**src/rtl/joypad_controller.sv**
```systemverilog
// JOYP register block: synchronises and debounces eight buttons, applies the P14/P15 select matrix
// and requests the joypad interrupt on any falling P10-P13 line. Optional macro: JOYPAD_SOCD_EN.
module joypad_controller #(
  parameter logic [15:0] ADDR            = 16'hFF00,
  parameter int          SYNC_STAGES     = 2,
  parameter int          DEBOUNCE_W      = 12,
  parameter int          DEBOUNCE_CYCLES = 4095
) (
  input  logic        clock,
  input  logic        reset,
  input  logic        int_ack,
  output logic        int_req,
  input  logic [15:0] A,
  input  logic [7:0]  Di,
  output logic [7:0]  Do,
  input  logic        rd_n,
  input  logic        wr_n,
  input  logic        cs,
  input  logic [7:0]  buttons
);

  logic [7:0] sync_r [SYNC_STAGES];
  logic [7:0] sync_s;
  logic [7:0] stable_r;
  logic [7:0] clean_s;
  logic [3:0] dir_s;
  logic [3:0] act_s;
  logic [3:0] p1_s;
  logic [3:0] p1_prev_r;
  logic [1:0] sel_r;
  logic       int_req_r;
  logic       fall_s;
  logic       wr_sel_s;
  logic       unused_s;

  // Synchroniser chain for the asynchronous button inputs
  always_ff @(posedge clock) begin
    if (reset) begin
      for (int k = 0; k < SYNC_STAGES; k++) sync_r[k] <= 8'h00;
    end else begin
      sync_r[0] <= buttons;
      for (int k = 1; k < SYNC_STAGES; k++) sync_r[k] <= sync_r[k-1];
    end
  end

  assign sync_s = sync_r[SYNC_STAGES-1];

  generate
    if (DEBOUNCE_CYCLES == 0) begin : g_bypass
      // Debounce disabled: stable follows the synchronised level one clock later
      always_ff @(posedge clock) begin
        if (reset) stable_r <= 8'h00;
        else       stable_r <= sync_s;
      end
    end else begin : g_debounce
      localparam logic [DEBOUNCE_W-1:0] LAST_C = DEBOUNCE_W'(DEBOUNCE_CYCLES - 1);
      logic [DEBOUNCE_W-1:0] cnt_r [8];

      // Per-bit run counter; any reversion to the stable level restarts the run
      always_ff @(posedge clock) begin
        if (reset) begin
          stable_r <= 8'h00;
          for (int i = 0; i < 8; i++) cnt_r[i] <= '0;
        end else begin
          for (int i = 0; i < 8; i++) begin
            if (sync_s[i] == stable_r[i]) begin
              cnt_r[i] <= '0;
            end else if (cnt_r[i] == LAST_C) begin
              stable_r[i] <= sync_s[i];
              cnt_r[i]    <= '0;
            end else begin
              cnt_r[i] <= cnt_r[i] + DEBOUNCE_W'(1);
            end
          end
        end
      end
    end
  endgenerate

`ifdef JOYPAD_SOCD_EN
  // Opposing directions held together cancel to released
  always_comb begin
    clean_s = stable_r;
    if (stable_r[0] && stable_r[1]) clean_s[1:0] = 2'b00;
    else                            clean_s[1:0] = stable_r[1:0];
    if (stable_r[2] && stable_r[3]) clean_s[3:2] = 2'b00;
    else                            clean_s[3:2] = stable_r[3:2];
  end
`else
  assign clean_s = stable_r;
`endif

  // Active-low select: a selected group pulls its lines low (wired-AND when both are selected)
  assign dir_s = sel_r[0] ? 4'h0 : clean_s[3:0];
  assign act_s = sel_r[1] ? 4'h0 : clean_s[7:4];
  assign p1_s  = ~(dir_s | act_s);

  assign wr_sel_s = cs && !wr_n && (A == ADDR);
  assign fall_s   = |(p1_prev_r & ~p1_s);

  // Select register, line history and interrupt request; a new edge beats a same-cycle ack
  always_ff @(posedge clock) begin
    if (reset) begin
      sel_r     <= 2'b11;
      p1_prev_r <= 4'hF;
      int_req_r <= 1'b0;
    end else begin
      if (wr_sel_s) sel_r <= Di[5:4];
      else          sel_r <= sel_r;
      p1_prev_r <= p1_s;
      if (fall_s)       int_req_r <= 1'b1;
      else if (int_ack) int_req_r <= 1'b0;
      else              int_req_r <= int_req_r;
    end
  end

  assign int_req = int_req_r;
  assign Do      = cs ? {2'b11, sel_r, p1_s} : 8'hFF;

  // Reads carry no side effects and only Di[5:4] is writable
  assign unused_s = ^{rd_n, Di[7:6], Di[3:0]};

endmodule
```
**config.mk**
```make
export PLATFORM = sky130hd
export DESIGN_NAME = joypad_controller
export DESIGN_NICKNAME = d
export VERILOG_FILES = /design/src/rtl/joypad_controller.sv
export SDC_FILE = /design/constraint.sdc
export NUM_CORES = 1
export LEC_CHECK = 0
export CORE_ASPECT_RATIO = 0.75
export CORE_UTILIZATION = 35
export DETAILED_ROUTE_END_ITERATION = 16
export DONT_BUFFER_PORTS = 1
export PLACE_DENSITY_LB_ADDON = 0.12
export SETUP_SLACK_MARGIN = 0.5
export SLEW_MARGIN = 15
export SYNTH_ARGS = -nofsm -noshare
export SYNTH_HDL_FRONTEND = slang
export SYNTH_SLANG_ARGS = --single-unit
```
**constraint.sdc**
```tcl
create_clock -name clock -period 1.8 [get_ports clock]
set_clock_uncertainty 0.2 [all_clocks]
set_input_delay 0.27 -clock clock [delete_from_list [all_inputs] [get_ports clock]]
set_output_delay 0.27 -clock clock [all_outputs]
set_load 0.005 [all_outputs]
```
==> metrics.txt, run 1 <==
Crit. Startpoint g_debounce.cnt_r[1][24]$_SDFFCE_PP0P_; RR Startpoint g_debounce.cnt_r[1][24]$_SDFFCE_PP0P_; Routed Wire Length between 10 and 15 mm; Hold Crit Class in -> reg; worst-path cell with the longest stage delay edfxtp_1; dpl cell area 7350 µm²; Worst Setup Start Kind flip-flop; slack of the critical path -20.9 ps; initial antenna violation count 0; Slew @ Worst Pin roughly 530 ps; CP Depth 6; post-synth cell types 41; met2 global-route usage 0.252; vias per inst 4.46; Final Cycle Share 1.01; Vias approximately 4700; drt wl/cell 13.2 µm; endpoint type of the worst setup path flip-flop; gr busiest metal met2; TritonCTS Sinks 127; Post-synth EDFFs 96; unrepaired setup endpoints after global routing yes; post-route ant nets 0; layout cells sized above 1 0.352; Async SR Flop Fraction 0; design area between 9000 and 10000 µm²; net load switching power 0.00148 W; Power Density 753 nW/µm²; sequential fraction of the synthesis area 0.557; Register Area 3520 µm²; pre-CTS WS -42.8 ps; combinational power share 0.071; gpl congestion 0.749; number of global-route vias before repair 4542; final setup violation count 11; Max-Cap Viols 0; met1 Resource Use GR 0.203; Max IR drop VDD 516 µV; CTS Buffer Depth 2; Int Power 0.00539 W; TritonCTS buffer count 17; Hold Fails Final Rpt 0; first-pass GRT wire length 22.2 mm; initial core utilization 0.357; fmax 549 MHz; Flop pwr share 0.486; Die Span Y 118 µm; Reg2Reg Capture Point g_debounce.cnt_r[1][34]$_SDFFCE_PP0P_; H-tree depth 4; Clk network pwr share 0.443; end of the critical path g_debounce.cnt_r[1][34]$_SDFFCE_PP0P_; IO Pins 47; Die Area about 19000 µm²; Root Driver clkbuf_16; Final Net Count 854; ant diodes 0; port bufs 0; clock-pin slew on the worst setup and hold paths 60 ps; Avg Inst Size Synth 10.9 µm²; Synth warnings 0; flop-to-flop setup slack -20 ps; slew margin rel. 0.647; Synth Register Bits 127; CP bufs+invs 1; failing checks setup timing; Crit path largest cell delay 400 ps; Max FO, Critical Path 6; Synth Flop Type edfxtp_1; Worst path top cell family by delay simple AND/OR/NAND/NOR gates; Die W approximately 160 µm; Netlist Area Pre-Place 6290 µm²; hpwl dp roughly 8.2 mm; DR pass1 iterations 7; DRC viols 0; met3 global-route usage 0.0438; critical-path cell list inv_1 -> ha_2 -> nand2_2 -> nor4_4 -> or3_4 -> nor2_2; Slew Limit Fails 0; row count 42; Sw Ratio 0.215; largest net degree at the start of global routing 21; FF-to-FF path depth 6; WP data required 1760 ps; total track usage 0.157; Synth-to-Final Area Change 45.0%; core box area 17600 µm²; status finished with violations; multi-input logic area 3710 µm²; worst path arrival time roughly 1800 ps; post-synthesis cell count 575; Final min period 1820 ps; critical path class reg -> reg; total global routing overflow 0; Worst-Skew Late Latency 410 ps; Core Util, Final 0.518; Power, Total 0.00687 W; fillers approximately 1600; Iteration-0 DRC Markers 201; Leakage Power about 3.3 nW; CTS tree done
-- worst register-to-register path, delay by kind of cell (launching register included) --
family	cells	cell delay, ps
adder cells (fa/ha/maj)	1	170
buffers and inverters	1	80
flip-flops	1	400
AND/OR/NAND/NOR	4	720
-- power groups by stage --
stage | Sequential [W] | Clock, W | Combinational (W)
floorplan | 0.00340 | 0 | 0.000216
global placement | 0.00339 | 0 | 0.000299
detailed placement | 0.00340 | 0 | 0.000301
CTS | 0.00333 | 0.00313 | 0.000418
global route | 0.00335 | 0.00325 | 0.000538
finish | 0.00334 | 0.00304 | 0.000488
-- logic make-up (layout without fill, tap and decap cells) --
| family | count (synthesis) | after routing | share of synthesized area |
|---|---|---|---|
| and+or+nand+nor | 287 | 294 | 0.234 |
| DFF | 127 | 127 | 0.557 |
| xor gates and xnor gates | 88 | 88 | 0.123 |
| buffers and inverters | 36 | 169 | 0.0294 |
| adders and majority gates | 16 | 16 | 0.0318 |
| AOI/OAI and AO/OA | 12 | 12 | 0.0119 |
| muxes | 8 | 8 | 0.0127 |
| other | 1 | 98 | 0.000596 |
-- routing by layer --
metal | part of all wire | routed length (µm) | up-vias
met1 | 0.47 | 6560 | 2269
met4 | 0.014 | 189 | 0
li1 | - | - | 2367
met2 | 0.49 | 6800 | 48
met5 | 0 | 0 | -
met3 | 0.025 | 347 | 15
-- registers in the layout, summed over array words and instances, names as in the netlist --
register and flops:
clean_s 8, g_debounce.cnt_r 96, int_req 1, p1_prev_r 4, sel_r 2, sync_r 16
-- cell usage after synthesis (3+ instances only) --
master | number | area, µm²
xor2_1 | 46 | 403
edfxtp_1 | 96 | 2880
ha_1 | 16 | 200
nor3_1 | 15 | 75.1
buf_6 | 4 | 45.0
and3_1 | 5 | 31.3
buf_4 | 4 | 30.0
nor2_2 | 20 | 125
mux2i_1 | 8 | 80.1
nor2b_1 | 17 | 106
and4_1 | 7 | 61.3
xnor2_1 | 42 | 368
nand2_1 | 39 | 146
nand2b_1 | 6 | 37.5
dfxtp_1 | 31 | 621
clkbuf_1 | 3 | 11.3
buf_2 | 4 | 20.0
nand4_1 | 23 | 144
and2_1 | 6 | 37.5
nor2_1 | 92 | 345
o22ai_1 | 4 | 25.0
nor4_1 | 11 | 68.8
or3_1 | 6 | 37.5
nand3_1 | 28 | 140
inv_1 | 20 | 75.1
-- through the flow --
step           setup TNS, ps  std cells  hold WS [ps]
2_1_floorplan              0        672           198
3_3_place_gp            -103        954           152
3_5_place_dp            -331        954           151
4_1_cts                    0       1041         -21.1
5_1_grt                -2270       1054          1.90
6_report                -113       1054          10.2
-- worst min-delay path by stage --
stage / start / slack [ps] / to / depth (start not counted)
after floorplan: buttons[0] / 200 / sync_r[0][0]$_SDFF_PP0_ / 1
after global placement: reset / 150 / clean_s[3]$_SDFFE_PP0P_ / 1
after detailed placement: reset / 150 / sync_r[0][11]$_SDFF_PP0_ / 1
after CTS: A[11] / -20 / sel_r[0]$_SDFFE_PP1P_ / 4
after global routing: A[11] / 2 / sel_r[0]$_SDFFE_PP1P_ / 4
final: A[11] / 10 / sel_r[0]$_SDFFE_PP1P_ / 4
-- area by class of cell --
| type | instances | share of cell area |
|---|---|---|
| multi-input cells | 516 | 0.407 |
| flip-flops and latches | 127 | 0.386 |
| repair buffers | 118 | 0.109 |
| clock buffers | 30 | 0.0564 |
| well taps | 242 | 0.0332 |
| inverters | 20 | 0.00823 |
| clock inverters | 1 | 0.000549 |
-- layout by cell type (no fill, tap or decap), types with 12 or more instances in the layout --
master and count:
nand4_1 23, conb_1 98, nor2_4 21, inv_1 16
nor2_2 58, xor2_1 43, dfxtp_1 23, buf_6 12
nor2_1 33, clkbuf_16 17, xnor2_1 40, nand3_1 25
buf_4 85, edfxtp_1 96, dlygate4sd3_1 18, or3_4 15
nor2b_1 17, nand2_1 30
-- repair_timing --
item | CTS | global route
pin swaps | 37 | 40
resized for setup | 78 | 104
endpoints found under the hold margin | 41 | 2
cloned | 7 | 0
setup buffers | 28 | 13
setup endpoints to repair | 111 | 125
hold buffers | 21 | 1
Power figures use the tool's default switching activity.
==> inputs of run 2 (changes only) <==
CORE_UTILIZATION = 57   (was 35)
==> run 2 against run 1 <==
Against the previous run: the run ends with hold timing, setup timing left; design area decreased by 4.7%; critical path depth stayed put; combinational power down 11%; final cell count decreased by 11%; non-clock buffer count down 14; fmax shrank 0.49%; worst hold slack got worse by 290 ps; power shrank 1.9%; utilization grew 31 points; via count is 1.9% higher; sequential power is essentially flat; largest cell class unchanged.
==> metrics.txt, run 2 (synthesized netlist as in run 1, its figures left out) <==
IO Pins 47 (unchanged); Hold Fails Final Rpt 17 (+17); critical path class reg -> reg; met2 WL 7.24 mm (+6.5%); TritonCTS buffer count 17 (unchanged); status finished with violations; Iteration-0 DRC Markers 255 (+27%); final setup violation count 6 (-5); worst path arrival time 1800 ps (+20 ps); metal3 WL 511 µm (+47%); initial antenna violation count 0 (unchanged); fmax 546 MHz (-0.49%); CTS tree done; most frequent cells in the layout conb_1, edfxtp_1, buf_4; final hold slack -275 ps (-285 ps); Crit path largest cell delay 420 ps (+20 ps); Leakage Power 3.27 nW (-1.5%); Worst-Skew Late Latency 410 ps (about the same); core box area 10500 µm² (-40%); placed instance count 834 (-13%); DRC viols 0 (unchanged); initial core utilization 0.600 (+0.242); cts hold-fix bufs 16 (-24%); WP data required 1770 ps (about the same); Metal-1 WL 6.13 mm (-6.5%); Hold Crit Class in -> reg; Max FO, Critical Path 4 (-2); post-route ant nets 0 (unchanged); clock-pin slew on the worst setup and hold paths 50 ps (about the same); Max IR drop VDD 642 µV (+24%); gpl congestion 0.823 (+9.8%); port bufs 0 (unchanged); unrepaired setup endpoints after global routing yes; Vias 4787 (+1.9%); DR pass1 iterations 5 (-2); first-pass GRT wire length 21.8 mm (-1.7%); Synth-to-Final Area Change 38.2%; drt wl/cell 15.1 µm (+15%); slack of the critical path -29.8 ps (-8.93 ps); Slew Limit Fails 0 (unchanged); Root Driver clkbuf_16; TritonCTS Sinks 127 (unchanged); CTS Buffer Depth 2 (unchanged); Power Density 775 nW/µm² (+2.9%); failing checks hold timing, setup timing; Final Cycle Share 1.02 (+0.00496); Die Area 11500 µm² (-38%); row count 32 (-24%); total global routing overflow 0 (unchanged); top sig layer met4; Max-Cap Viols 0 (unchanged); commonest non-fill, non-tap cell in the layout conb_1; Die W 123 µm (-21%); setup tns final -48.8 ps (+64.0 ps); most flop-heavy register g_debounce.cnt_r; ant diodes 0 (unchanged); dpl cell area 7110 µm² (-3.2%); Die Span Y 93.0 µm (-21%); Final min period 1830 ps (+8.93 ps); CP bufs+invs 2 (+1); layout cells sized above 1 0.318 (-0.0343); Routed Wire Length 14.1 mm (+1.6%); vias per inst 5.12 (+15%); Worst path top cell family by delay simple AND/OR/NAND/NOR gates; Core Util, Final 0.829 (+0.311); critical-path cell list buf_4 -> buf_4 -> nand2_1 -> nor4_1 -> xnor2_1 -> nor2_2; Worst Setup Start Kind flip-flop; Final Net Count 840 (-1.6%); worst-path cell with the longest stage delay edfxtp_1; largest net degree at the start of global routing 47 (+120%); total track usage 0.251 (+0.0943); Largest register FFs 96 (unchanged); design area 8690 µm² (-4.7%); pre-CTS WS -82.2 ps (-39.4 ps); Critical Path Most Common Cell buf_4; hpwl dp 7.64 mm (-7.3%); number of global-route vias before repair 4695 (+3.4%); final cell count without fillers 935 (-11%); endpoint type of the worst setup path flip-flop; H-tree depth 4 (unchanged)
==> run 2: cell types whose count changed in the layout (fill, tap and decap cells not counted), moves of 5 or more <==
cell      before  now
clkbuf_1       9    4
nor2_1        33   53
clkinv_2       1    9
nor2_4        21   14
nor2_2        58   45
==> run 2: worst register-to-register path, delay by kind of cell (launching register included) <==
family,cells,cell delay [ps]
xor gates and xnor gates,1,200
buffers and inverters,2,240
DFF,1,420
and+or+nand+nor,3,540
==> run 2: final cells by class <==
| type | instances | area (µm²) |
|---|---|---|
| Timing Repair Buffer | 104 | 850 |
| Sequential cell | 127 | 3520 |
| Tap cell | 136 | 170 |
| Inverter | 20 | 77.6 |
| Clock buffer | 22 | 454 |
| Multi-Input combinational cell | 516 | 3570 |
| Fill cell | 605 | 1800 |
| Clock inverter | 10 | 48.8 |
==> run 2: layer usage <==
metal	vias to the layer above	track usage
li1	2340	-
met4	0	0.0924
met1	2318	0.310
met2	109	0.422
met3	20	0.0677
met5	-	0
==> run 2: repair_timing <==
item                       in CTS  in global routing
hold endpoints to repair       55                 23
pin swaps                      30                 24
setup endpoints to repair     111                114
gates resized for setup        67                 72
gates cloned                    8                  0
setup buffers                  35                 12
==> run 2: stage by stage <==
stage | power (W) | hold WS (ps)
2_1_floorplan | 0.00361 | 198
3_3_place_gp | 0.00367 | 149
3_5_place_dp | 0.00368 | 148
4_1_cts | 0.00669 | -295
5_1_grt | 0.00698 | -299
6_report | 0.00674 | -275
==> run 2: report_power, final <==
group	switching (W)	leakage (nW)	internal (W)	total, W
sequential	0.0000841	1.25	0.00326	0.00334
clock	0.00119	0.258	0.00176	0.00296
combinational	0.000231	1.76	0.000205	0.000436
==> run 2: final timing paths <==
check                           slack (ps)                                    end                                  start  depth (start not counted)
worst min-delay path                  -270                clean_s[2]$_SDFFE_PP0P_                                  reset                          1
worst max register to register         -30  g_debounce.cnt_r[0][47]$_SDFFCE_PN0P_  g_debounce.cnt_r[0][36]$_SDFFCE_PN0P_                          6
worst max-delay path                   -30  g_debounce.cnt_r[0][47]$_SDFFCE_PN0P_  g_debounce.cnt_r[0][36]$_SDFFCE_PN0P_                          6
worst min register to register         240               sync_r[0][10]$_SDFF_PP0_                sync_r[0][2]$_SDFF_PP0_                          1
